--- src/rtl/gfx_interp_pkg.sv ---
// gfx_interp shared types: FSM state encoding,
// default widths and the fixed-point 1.0 constant.
package gfx_interp_pkg;

  localparam int POINT_W = 16;
  localparam int FRACT_W = 16;

  localparam logic [FRACT_W:0] ONE = {1'b1, {FRACT_W{1'b0}}};

  typedef enum logic [1:0] {
    IDLE = 2'd0,
    DIV  = 2'd1,
    OUT  = 2'd2
  } state_t;

endpackage

--- src/rtl/gfx_interp_divider.sv ---
// gfx_interp serial restoring divider: one fractional
// quotient bit per step, forced 0 / 1.0 results at load.
module gfx_interp_divider
  import gfx_interp_pkg::*;
#(
  parameter int point_width = POINT_W,
  parameter int fract_width = FRACT_W
) (
  input  logic                            clk,
  input  logic                            rst_n,
  input  logic                            load,
  input  logic                            step,
  input  logic signed [2*point_width-1:0] dividend,
  input  logic signed [2*point_width-1:0] divisor,
  output logic        [fract_width:0]     quotient
);

  localparam int DW = 2 * point_width;
  localparam int RW = DW + 1;
  localparam int QW = fract_width + 1;
  localparam logic [QW-1:0] one = {1'b1, {fract_width{1'b0}}};

  logic [RW-1:0] rem;
  logic [RW-1:0] rem_sh;
  logic [RW-1:0] rem_next;
  logic [DW-1:0] den;
  logic [QW-1:0] quo;
  logic          run;
  logic          qbit;

  // one restoring step; a forced result just passes through
  always_comb begin
    rem_sh   = rem << 1;
    qbit     = rem_sh >= {1'b0, den};
    rem_next = qbit ? rem_sh - {1'b0, den} : rem_sh;
    quotient = run ? ((quo << 1) | QW'(qbit)) : quo;
  end

  // classify at load, then iterate only for a true fraction
  always_ff @(posedge clk or negedge rst_n) begin
    if (!rst_n) begin
      rem <= '0;
      den <= '0;
      quo <= '0;
      run <= 1'b0;
    end else if (load) begin
      den <= divisor;
      rem <= {1'b0, dividend};
      if (divisor <= 0 || dividend < 0) begin
        quo <= '0;
        run <= 1'b0;
      end else if (dividend >= divisor) begin
        quo <= one;
        run <= 1'b0;
      end else begin
        quo <= '0;
        run <= 1'b1;
      end
    end else if (step && run) begin
      rem <= rem_next;
      quo <= quotient;
    end
  end

endmodule

--- src/rtl/gfx_interp.sv ---
// gfx_interp: barycentric weight normalization stage.
// Optional factor2 output enabled by GFX_INTERP_FACTOR2_EN.
module gfx_interp
  import gfx_interp_pkg::*;
#(
  parameter int point_width = POINT_W,
  parameter int fract_width = FRACT_W
) (
  input  logic                            clk_i,
  input  logic                            rst_ni,
  input  logic                            write_i,
  output logic                            ack_o,
  input  logic        [point_width-1:0]   x_i,
  input  logic        [point_width-1:0]   y_i,
  input  logic signed [2*point_width-1:0] edge0_i,
  input  logic signed [2*point_width-1:0] edge1_i,
  input  logic signed [2*point_width-1:0] area_i,
  output logic                            write_o,
  input  logic                            ack_i,
  output logic        [point_width-1:0]   x_o,
  output logic        [point_width-1:0]   y_o,
  output logic        [fract_width:0]     factor0_o,
  output logic        [fract_width:0]     factor1_o,
  output logic        [fract_width:0]     factor2_o
);

  localparam int CW = $clog2(fract_width + 1);

  state_t                 state;
  logic [CW-1:0]          cnt;
  logic [point_width-1:0] x_q;
  logic [point_width-1:0] y_q;
  logic [fract_width:0]   q0;
  logic [fract_width:0]   q1;
  logic                   load;
  logic                   step;
  logic                   last;

  assign load = (state == IDLE) && write_i;
  assign step = (state == DIV);
  assign last = step && (cnt == CW'(1));

  gfx_interp_divider #(
    .point_width(point_width),
    .fract_width(fract_width)
  ) u_div0 (
    .clk     (clk_i),
    .rst_n   (rst_ni),
    .load    (load),
    .step    (step),
    .dividend(edge0_i),
    .divisor (area_i),
    .quotient(q0)
  );

  gfx_interp_divider #(
    .point_width(point_width),
    .fract_width(fract_width)
  ) u_div1 (
    .clk     (clk_i),
    .rst_n   (rst_ni),
    .load    (load),
    .step    (step),
    .dividend(edge1_i),
    .divisor (area_i),
    .quotient(q1)
  );

  // control FSM, step counter and output handshake
  always_ff @(posedge clk_i or negedge rst_ni) begin
    if (!rst_ni) begin
      state     <= IDLE;
      cnt       <= '0;
      x_q       <= '0;
      y_q       <= '0;
      write_o   <= 1'b0;
      ack_o     <= 1'b0;
      x_o       <= '0;
      y_o       <= '0;
      factor0_o <= '0;
      factor1_o <= '0;
    end else begin
      ack_o <= 1'b0;
      unique case (state)
        IDLE: begin
          if (write_i) begin
            x_q   <= x_i;
            y_q   <= y_i;
            cnt   <= CW'(fract_width);
            state <= DIV;
          end
        end
        DIV: begin
          cnt <= cnt - CW'(1);
          if (last) begin
            write_o   <= 1'b1;
            x_o       <= x_q;
            y_o       <= y_q;
            factor0_o <= q0;
            factor1_o <= q1;
            state     <= OUT;
          end
        end
        OUT: begin
          if (ack_i) begin
            write_o <= 1'b0;
            ack_o   <= 1'b1;
            state   <= IDLE;
          end
        end
        default: state <= IDLE;
      endcase
    end
  end

`ifdef GFX_INTERP_FACTOR2_EN
  localparam logic [fract_width+1:0] one_x = {2'b01, {fract_width{1'b0}}};

  logic [fract_width+1:0] fsum;

  assign fsum = {1'b0, q0} + {1'b0, q1};

  // third weight is the remainder of 1.0, clamped at 0
  always_ff @(posedge clk_i or negedge rst_ni) begin
    if (!rst_ni) begin
      factor2_o <= '0;
    end else if (last) begin
      if (fsum > one_x) begin
        factor2_o <= '0;
      end else begin
        factor2_o <= (fract_width+1)'(one_x - fsum);
      end
    end
  end
`else
  assign factor2_o = '0;
`endif

endmodule

--- config.mk ---
export PLATFORM = sky130hd
export DESIGN_NAME = gfx_interp
export DESIGN_NICKNAME = d
export VERILOG_FILES = /design/src/rtl/gfx_interp_pkg.sv /design/src/rtl/gfx_interp_divider.sv /design/src/rtl/gfx_interp.sv
export SDC_FILE = /design/constraint.sdc
export NUM_CORES = 1
export LEC_CHECK = 0
export CORE_MARGIN = 2
export CORE_UTILIZATION = 55
export CTS_BUF_LIST = sky130_fd_sc_hd__clkbuf_4
export DETAILED_ROUTE_END_ITERATION = 7
export PLACE_DENSITY = 0.9
export SETUP_SLACK_MARGIN = 0.1
export SLEW_MARGIN = 20
export SYNTH_ARGS = -nofsm -noshare
export SYNTH_HDL_FRONTEND = slang
export SYNTH_SLANG_ARGS = --single-unit
--- constraint.sdc ---
create_clock -name clk_i -period 4.7 [get_ports clk_i]
set_input_delay 0.94 -clock clk_i [delete_from_list [all_inputs] [get_ports clk_i]]
set_output_delay 0.94 -clock clk_i [all_outputs]
set_load 0.02 [all_outputs]
# Yosys cells after proc, flatten, opt, wreduce, memory -nomap -nowiden
# Index checks and enable logic that the tools add are counted.
totals:
  regBits: 239
  input_bits: 132
  out_inout_bits: 85
  elab_cells: 82
op_classes:
  n_addsub: 3
  order_cmp: 7
  eq_ne: 6
  muxes: 31
  bitwise: 2
  reduce_logical: 16
op_table:
  columns: ["operator", "n"]
  rows:
  - ["$mux W32", 6]
  - ["$mux W17", 10]
  - ["$ge A33 B32 Y1", 2]
  - ["$ge A32 B32 Y1", 2]
  - ["$lt A32 B1 Y1 const B", 2]
  - ["$sub A32 B32 Y32", 2]
  - ["$or A17 B1 Y17", 2]
  - ["$le A32 B1 Y1 const B", 1]
  - ["$pmux W5 S2", 1]
  - ["$mux W1", 8]
  - ["$reduce_bool A2 Y1", 4]
  - ["$mux W2", 3]
  - ["$pmux W2 S3", 1]
  - ["$reduce_and A2 Y1", 3]
  - ["$reduce_and A3 Y1", 2]
  - ["$eq A5 B1 Y1 const B", 1]
  - ["$mux W5", 1]
  - ["$sub A5 B1 Y5 const B", 1]
  - ["$logic_and A1 B1 Y1", 4]
  - ["$ne A2 B2 Y1 const B", 2]
  - ["$eq A2 B1 Y1 const B", 1]
  - ["$eq A2 B2 Y1 const B", 1]
  - ["$logic_not A2 Y1", 1]
  - ["$logic_or A1 B1 Y1", 2]
  - ["other kinds (2)", 2]

# Longest topological paths before layout
depth:
  word_depth: 5
  ltp_mapped: 14
  mapped_depth_nobuf: 12

# By module
# A second synthesis with hierarchy kept.
hier_totals:
  cells_unflattened: 1944
  hier_area_um2: 17272.8
by_module_without_submodules:
  columns: ["module", "n_inst", "cells_per_inst", "area_per_inst_um2", "seq_area_each_um2"]
  rows:
  - ["gfx_interp_divider", 2, 806, 6508.7, 2052.0]
  - ["gfx_interp", 1, 332, 4255.3, 2677.6]

# Worst setup path after synthesis
# Ideal clock, no wire load.
synth_timing:
  kind: "in2reg"
  start: "input area_i[9]"
  end: "register u_div0.quo[16]"
  setup_ns: 0.123
  t_arrival_ns: 2.576
  required_time_ns: 4.577
  setup_slack_ns: 2.001
  path_stages: 11
  path_buffers: 0
  path_cell_list: "inv_1 -> ha_1 -> a21o_1 -> a21o_1 -> a21oi_1 -> o21a_1 -> o221ai_1 -> a31oi_1 -> xnor2_1 -> o31ai_1 -> o221a_2"
synth_via:
  elab_chain_len: 4
  elab_cells_between_ends: 6
  cone_classes: "order compare (2); mux (3); reduce/logical (1)"
synth_lines:
  columns: ["item", "line_no", "source"]
  rows:
  - ["start, declared", "gfx_interp.sv:17", "input logic signed [2*point_width-1:0] area_i,"]
  - ["$ge A32 B32 Y1 or $le A32 B1 Y1 (tied branches)", "gfx_interp_divider.sv:52, gfx_interp_divider.sv:49", null]
  - ["$mux W17 or $logic_or A1 B1 Y1 (tied branches)", "gfx_interp_divider.sv:52, gfx_interp_divider.sv:49", null]
  - ["$mux W17 (*)", "gfx_interp_divider.sv:49", "if (divisor <= 0 || dividend < 0) begin"]
  - ["$mux W17 (*)", "gfx_interp_divider.sv:46", "end else if (load) begin"]
  - ["end signal, assigned", "gfx_interp_divider.sv:53", "quo <= one;"]
  - ["end signal, assigned", "gfx_interp_divider.sv:61", "quo <= quotient;"]
  - ["end, declared", "gfx_interp_divider.sv:27", "logic [QW-1:0] quo;"]
# Every way passes the cells marked *; elsewhere a longest branch is shown, timed or not.
# A chain may end at the register's enable or synchronous reset.

# Worst setup path after layout
layout_timing:
  start: "register u_div1.den[1]"
  end: "register u_div1.rem[1]"
layout_via:
  elab_chain_len: 4
  elab_cells_between_ends: 5
  cone_classes: "add/sub (1); order compare (1); mux (3)"
layout_lines:
  columns: ["item", "line_no", "source"]
  rows:
  - ["start, declared", "gfx_interp_divider.sv:26", "logic [DW-1:0] den;"]
  - ["start signal, assigned", "gfx_interp_divider.sv:47", "den <= divisor;"]
  - ["$sub A32 B32 Y32 or $ge A33 B32 Y1 (tied branches)", "gfx_interp_divider.sv:35, gfx_interp_divider.sv:34", null]
  - ["$mux W32 (*)", "gfx_interp_divider.sv:35", "rem_next = qbit ? rem_sh - {1'b0, den} : rem_sh;"]
  - ["$mux W32 (*)", "gfx_interp_divider.sv:59", "end else if (step && run) begin"]
  - ["$mux W32 (*)", "gfx_interp_divider.sv:46", null]
  - ["end signal, assigned", "gfx_interp_divider.sv:48", "rem <= {1'b0, dividend};"]
  - ["end signal, assigned", "gfx_interp_divider.sv:60", "rem <= rem_next;"]
  - ["end, declared", "gfx_interp_divider.sv:23", "logic [RW-1:0] rem;"]
# Every way passes the cells marked *; elsewhere a longest branch is shown, timed or not. The select of a mux whose other input is x is not followed.

==> results_dict.tcl <==
set metrics [dict create \
    status "finished clean" \
    slowest_delay_ns 0.54 \
    hold_viol 0 \
    netlist_area_sq_um 15100 \
    core_sq_um 27000 \
    fp-row-count 60 \
    grt_first_pass_wirelength_um 70100 \
    start_kind "flip-flop" \
    portBuffers 199 \
    synth_edf_count 0 \
    fp.dieH_um 170 \
    grt_max_degree 136 \
    period_minus_slack_ns 3.65 \
    cp_data_required_time_ns 5.22 \
    first_pass_iters 6 \
    yosys.area_share.simple 0.133 \
    hpwl_um 33200 \
    cts_buffers 66 \
    worst_slack_ns 1.05 \
    cts_setup_buffers 0 \
    routed_wirelength_um 45100 \
    drive_gt1_frac 0.0955 \
    p_leak_nw 8.32 \
    rsz0062_at_grt "false" \
    syn_inst 1658 \
    yosys_warnings 0 \
    synth_mux_area_frac 0.0523 \
    post-place-ws_ns 1.10 \
    synth_top_family_by_area "compound AO/OA/AOI/OAI gates" \
    path_max_fanout 21 \
    cts_tree "done" \
    clockRootBuffer "clkbuf_4" \
    period_share 0.776 \
    cts_max_path_buffers 3 \
    cp_cell_sequence "inv_1, ha_1, nor2b_1, o31ai_1, a31oi_2, o211ai_2, nand2_1, a31oi_4, buf_4, nor2_1, a211oi_1, o21ai_1" \
    ios 217 \
    synth_seq_cells 239 \
    vias_per_cell 6.18 \
    synth_compound_area_frac 0.226 \
    crit_buf_inv 2 \
    drt-initial-drc-count 1360 \
    antenna_left 0 \
    crit_path_end_kind "flip-flop" \
    yosysUniqueCellTypes 78 \
    critPathSlowestCell "a31oi_4" \
    drc 0 \
    fin_nets 2123 \
    ys_async_sr_fraction 1.00 \
    grt_pass1_vias 13523 \
    htreeDepth 3 \
    worstSkewPairLatency_ns 0.70 \
    start_util 0.562 \
    hp-class "primary input to async pin" \
    synth_fa_ha_area_frac 0.110 \
    tns_ns 0 \
    p_per_area_nw_per_um2 759 \
    ctsHoldBuffers 0 \
    slew_viol_final 0 \
    nFillCells 2124 \
    setup-violations-final 0 \
    finClkSkew_ns 0.0573 \
    critPathArrivalTime_ns 4.16 \
    syn_avg_cell_area_sq_um 9.13 \
    worstMarginPinSlew_ns 1.05 \
    yosys.area_share.xor_xnor 0.0284 \
    hold_ws_ns 0.109 \
    fmax_ghz 0.274 \
    cts.sinks 239 \
    timing.slew.headroom 0.302 \
    cts-resized-gates 0 \
    maxCapViolCount 0 \
    area_growth_pct 19.7 \
    die_w_um 170 \
    globalplace.congestion 1.04 \
    antenna_found_initial 6 \
    synthFlopType "dfrtp_1" \
    avgRoutedWirePerCell_um 20.0 \
    cp_top_family "compound AO/OA/AOI/OAI gates" \
    clk_pin_slew_ns 0.07 \
    vias 13894 \
    grt-ovfl-total 0 \
    ir_worst_vdd_v 0.000477 \
    dieArea_sq_um 28900 \
    track_usage 0.310 \
    path_class "flip-flop to flip-flop" \
    seq_area_frac_synth 0.395 \
]
[flip-flops by register name (all words and copies together), names as in the netlist]
register,count
ack_o,1
cnt,5
factor0_o,17
factor1_o,17
state,2
u_div0.quo,17
u_div0.rem,32
u_div0.run,1
u_div1.den,32
u_div1.quo,17
u_div1.rem,32
u_div1.run,1
write_o,1
x_o,16
x_q,16
y_o,16
y_q,16
[logic make-up (layout without fill, tap and decap cells)]
family                   count (synthesis)  count (layout)
XOR/XNOR                                49              49
buffers and inverters                  179             410
adder cells (fa/ha/maj)                132             132
multiplexers                            75              75
flip-flops                             239             239
AO/OA/AOI/OAI                          533             533
AND/OR/NAND/NOR                        450             450
other                                    1              21
[path summary, 6_finish.rpt]
kind | depth (start not counted) | startpoint | slack [ns] | end
setup / recovery | 12 | u_div1.den[1]$_DFFE_PN0P_ | 1.05 | u_div1.rem[1]$_DFFE_PN0P_
hold / removal | 1 | rst_ni | 0.11 | factor1_o[5]$_DFFE_PN0P_
setup reg to reg | 12 | u_div1.den[1]$_DFFE_PN0P_ | 1.05 | u_div1.rem[1]$_DFFE_PN0P_
hold reg to reg | 2 | x_q[11]$_DFFE_PN0P_ | 0.47 | x_q[11]$_DFFE_PN0P_
max in group asynchronous | 3 | rst_ni | 3.31 | cnt[3]$_DFFE_PN0P_
min in group clk_i | 2 | x_q[11]$_DFFE_PN0P_ | 0.47 | x_q[11]$_DFFE_PN0P_
[metrics by stage]
| step | cells | power (mW) | cell area, sq um | utilization |
|---|---|---|---|---|
| after floorplan | 1674 | 9.55 | 15200 | - |
| after global placement | 2131 | 11.3 | 17200 | 0.640 |
| after detailed placement | 2131 | 11.6 | 17200 | 0.640 |
| after CTS | 2245 | 13.6 | 18100 | 0.671 |
| after global routing | 2247 | 14.8 | 18100 | 0.672 |
| final | 2250 | 13.7 | 18100 | 0.672 |
[report_power, final]
group	switching [mW]	internal [mW]
clock	0.931	1.00
combinational	4.98	3.43
sequential	0.581	2.82
[Yosys cell counts, types with 4 or more instances]
library cell,n,area (sq um)
nand2_1,230,863
and3_1,4,25.0
a31oi_1,15,93.8
a21oi_2,5,43.8
o211ai_1,4,30.0
mux2i_1,43,430
xor2_1,26,228
buf_4,20,150
mux2_2,32,360
o21ai_0,151,756
ha_1,130,1630
clkbuf_2,4,20.0
o31a_1,5,43.8
o221ai_1,6,52.6
a211o_1,7,61.3
nor2_1,85,319
buf_6,6,67.6
nor2b_1,12,75.1
a22o_1,33,289
xnor2_1,23,201
o21ai_1,14,70.1
a21o_1,47,353
nand2b_1,17,106
and2_1,5,31.3
nor3_1,19,95.1
nand3_1,18,90.1
clkbuf_1,49,184
o221a_2,6,67.6
nand4_1,28,175
buf_1,6,22.5
nor4_1,8,50.1
a22oi_1,24,180
a211oi_1,13,97.6
inv_1,83,312
o31ai_1,4,30.0
o22ai_1,21,131
or2_2,5,31.3
a21oi_1,133,666
buf_2,9,45.0
a21boi_0,6,45.0
dfrtp_1,239,5980
o21a_1,16,120
[cells in the final DEF, fill, tap and decap left out, types with 18 or more instances in the layout]
master | synthesis | routed
dfrtp_1 | 239 | 239
nand2_1 | 230 | 228
clkdlybuf4s50_1 | 0 | 198
o21ai_0 | 151 | 151
a21oi_1 | 133 | 133
ha_1 | 130 | 130
clkbuf_4 | 0 | 90
inv_1 | 83 | 83
nor2_1 | 85 | 83
a21o_1 | 47 | 47
mux2i_1 | 43 | 43
a22o_1 | 33 | 33
mux2_2 | 32 | 32
nand4_1 | 28 | 28
xor2_1 | 26 | 26
a22oi_1 | 24 | 24
xnor2_1 | 23 | 23
o22ai_1 | 21 | 21
nor3_1 | 19 | 19
nand3_1 | 18 | 18
[layer usage]
| metal | track usage | wire length (um) | vias up |
|---|---|---|---|
| li1 | - | - | 6373 |
| met1 | 0.399 | 18200 | 6654 |
| met2 | 0.488 | 20500 | 730 |
| met3 | 0.0728 | 3980 | 133 |
| met4 | 0.165 | 2360 | 4 |
| met5 | 0 | 23 | - |
[layout make-up]
| class | count | area, sq um | share of cell area |
|---|---|---|---|
| clock inverter | 24 | 158 | 0.00870 |
| timing repair buffer | 213 | 2130 | 0.118 |
| inverter | 83 | 312 | 0.0172 |
| tap | 341 | 427 | 0.0236 |
| antenna | 4 | 10.0 | 0.000553 |
| multi-input combinational | 1256 | 8420 | 0.465 |
| sequential | 239 | 5980 | 0.330 |
| clock buffer | 90 | 676 | 0.0373 |
Note: power is estimated with default switching activity, not from simulation.
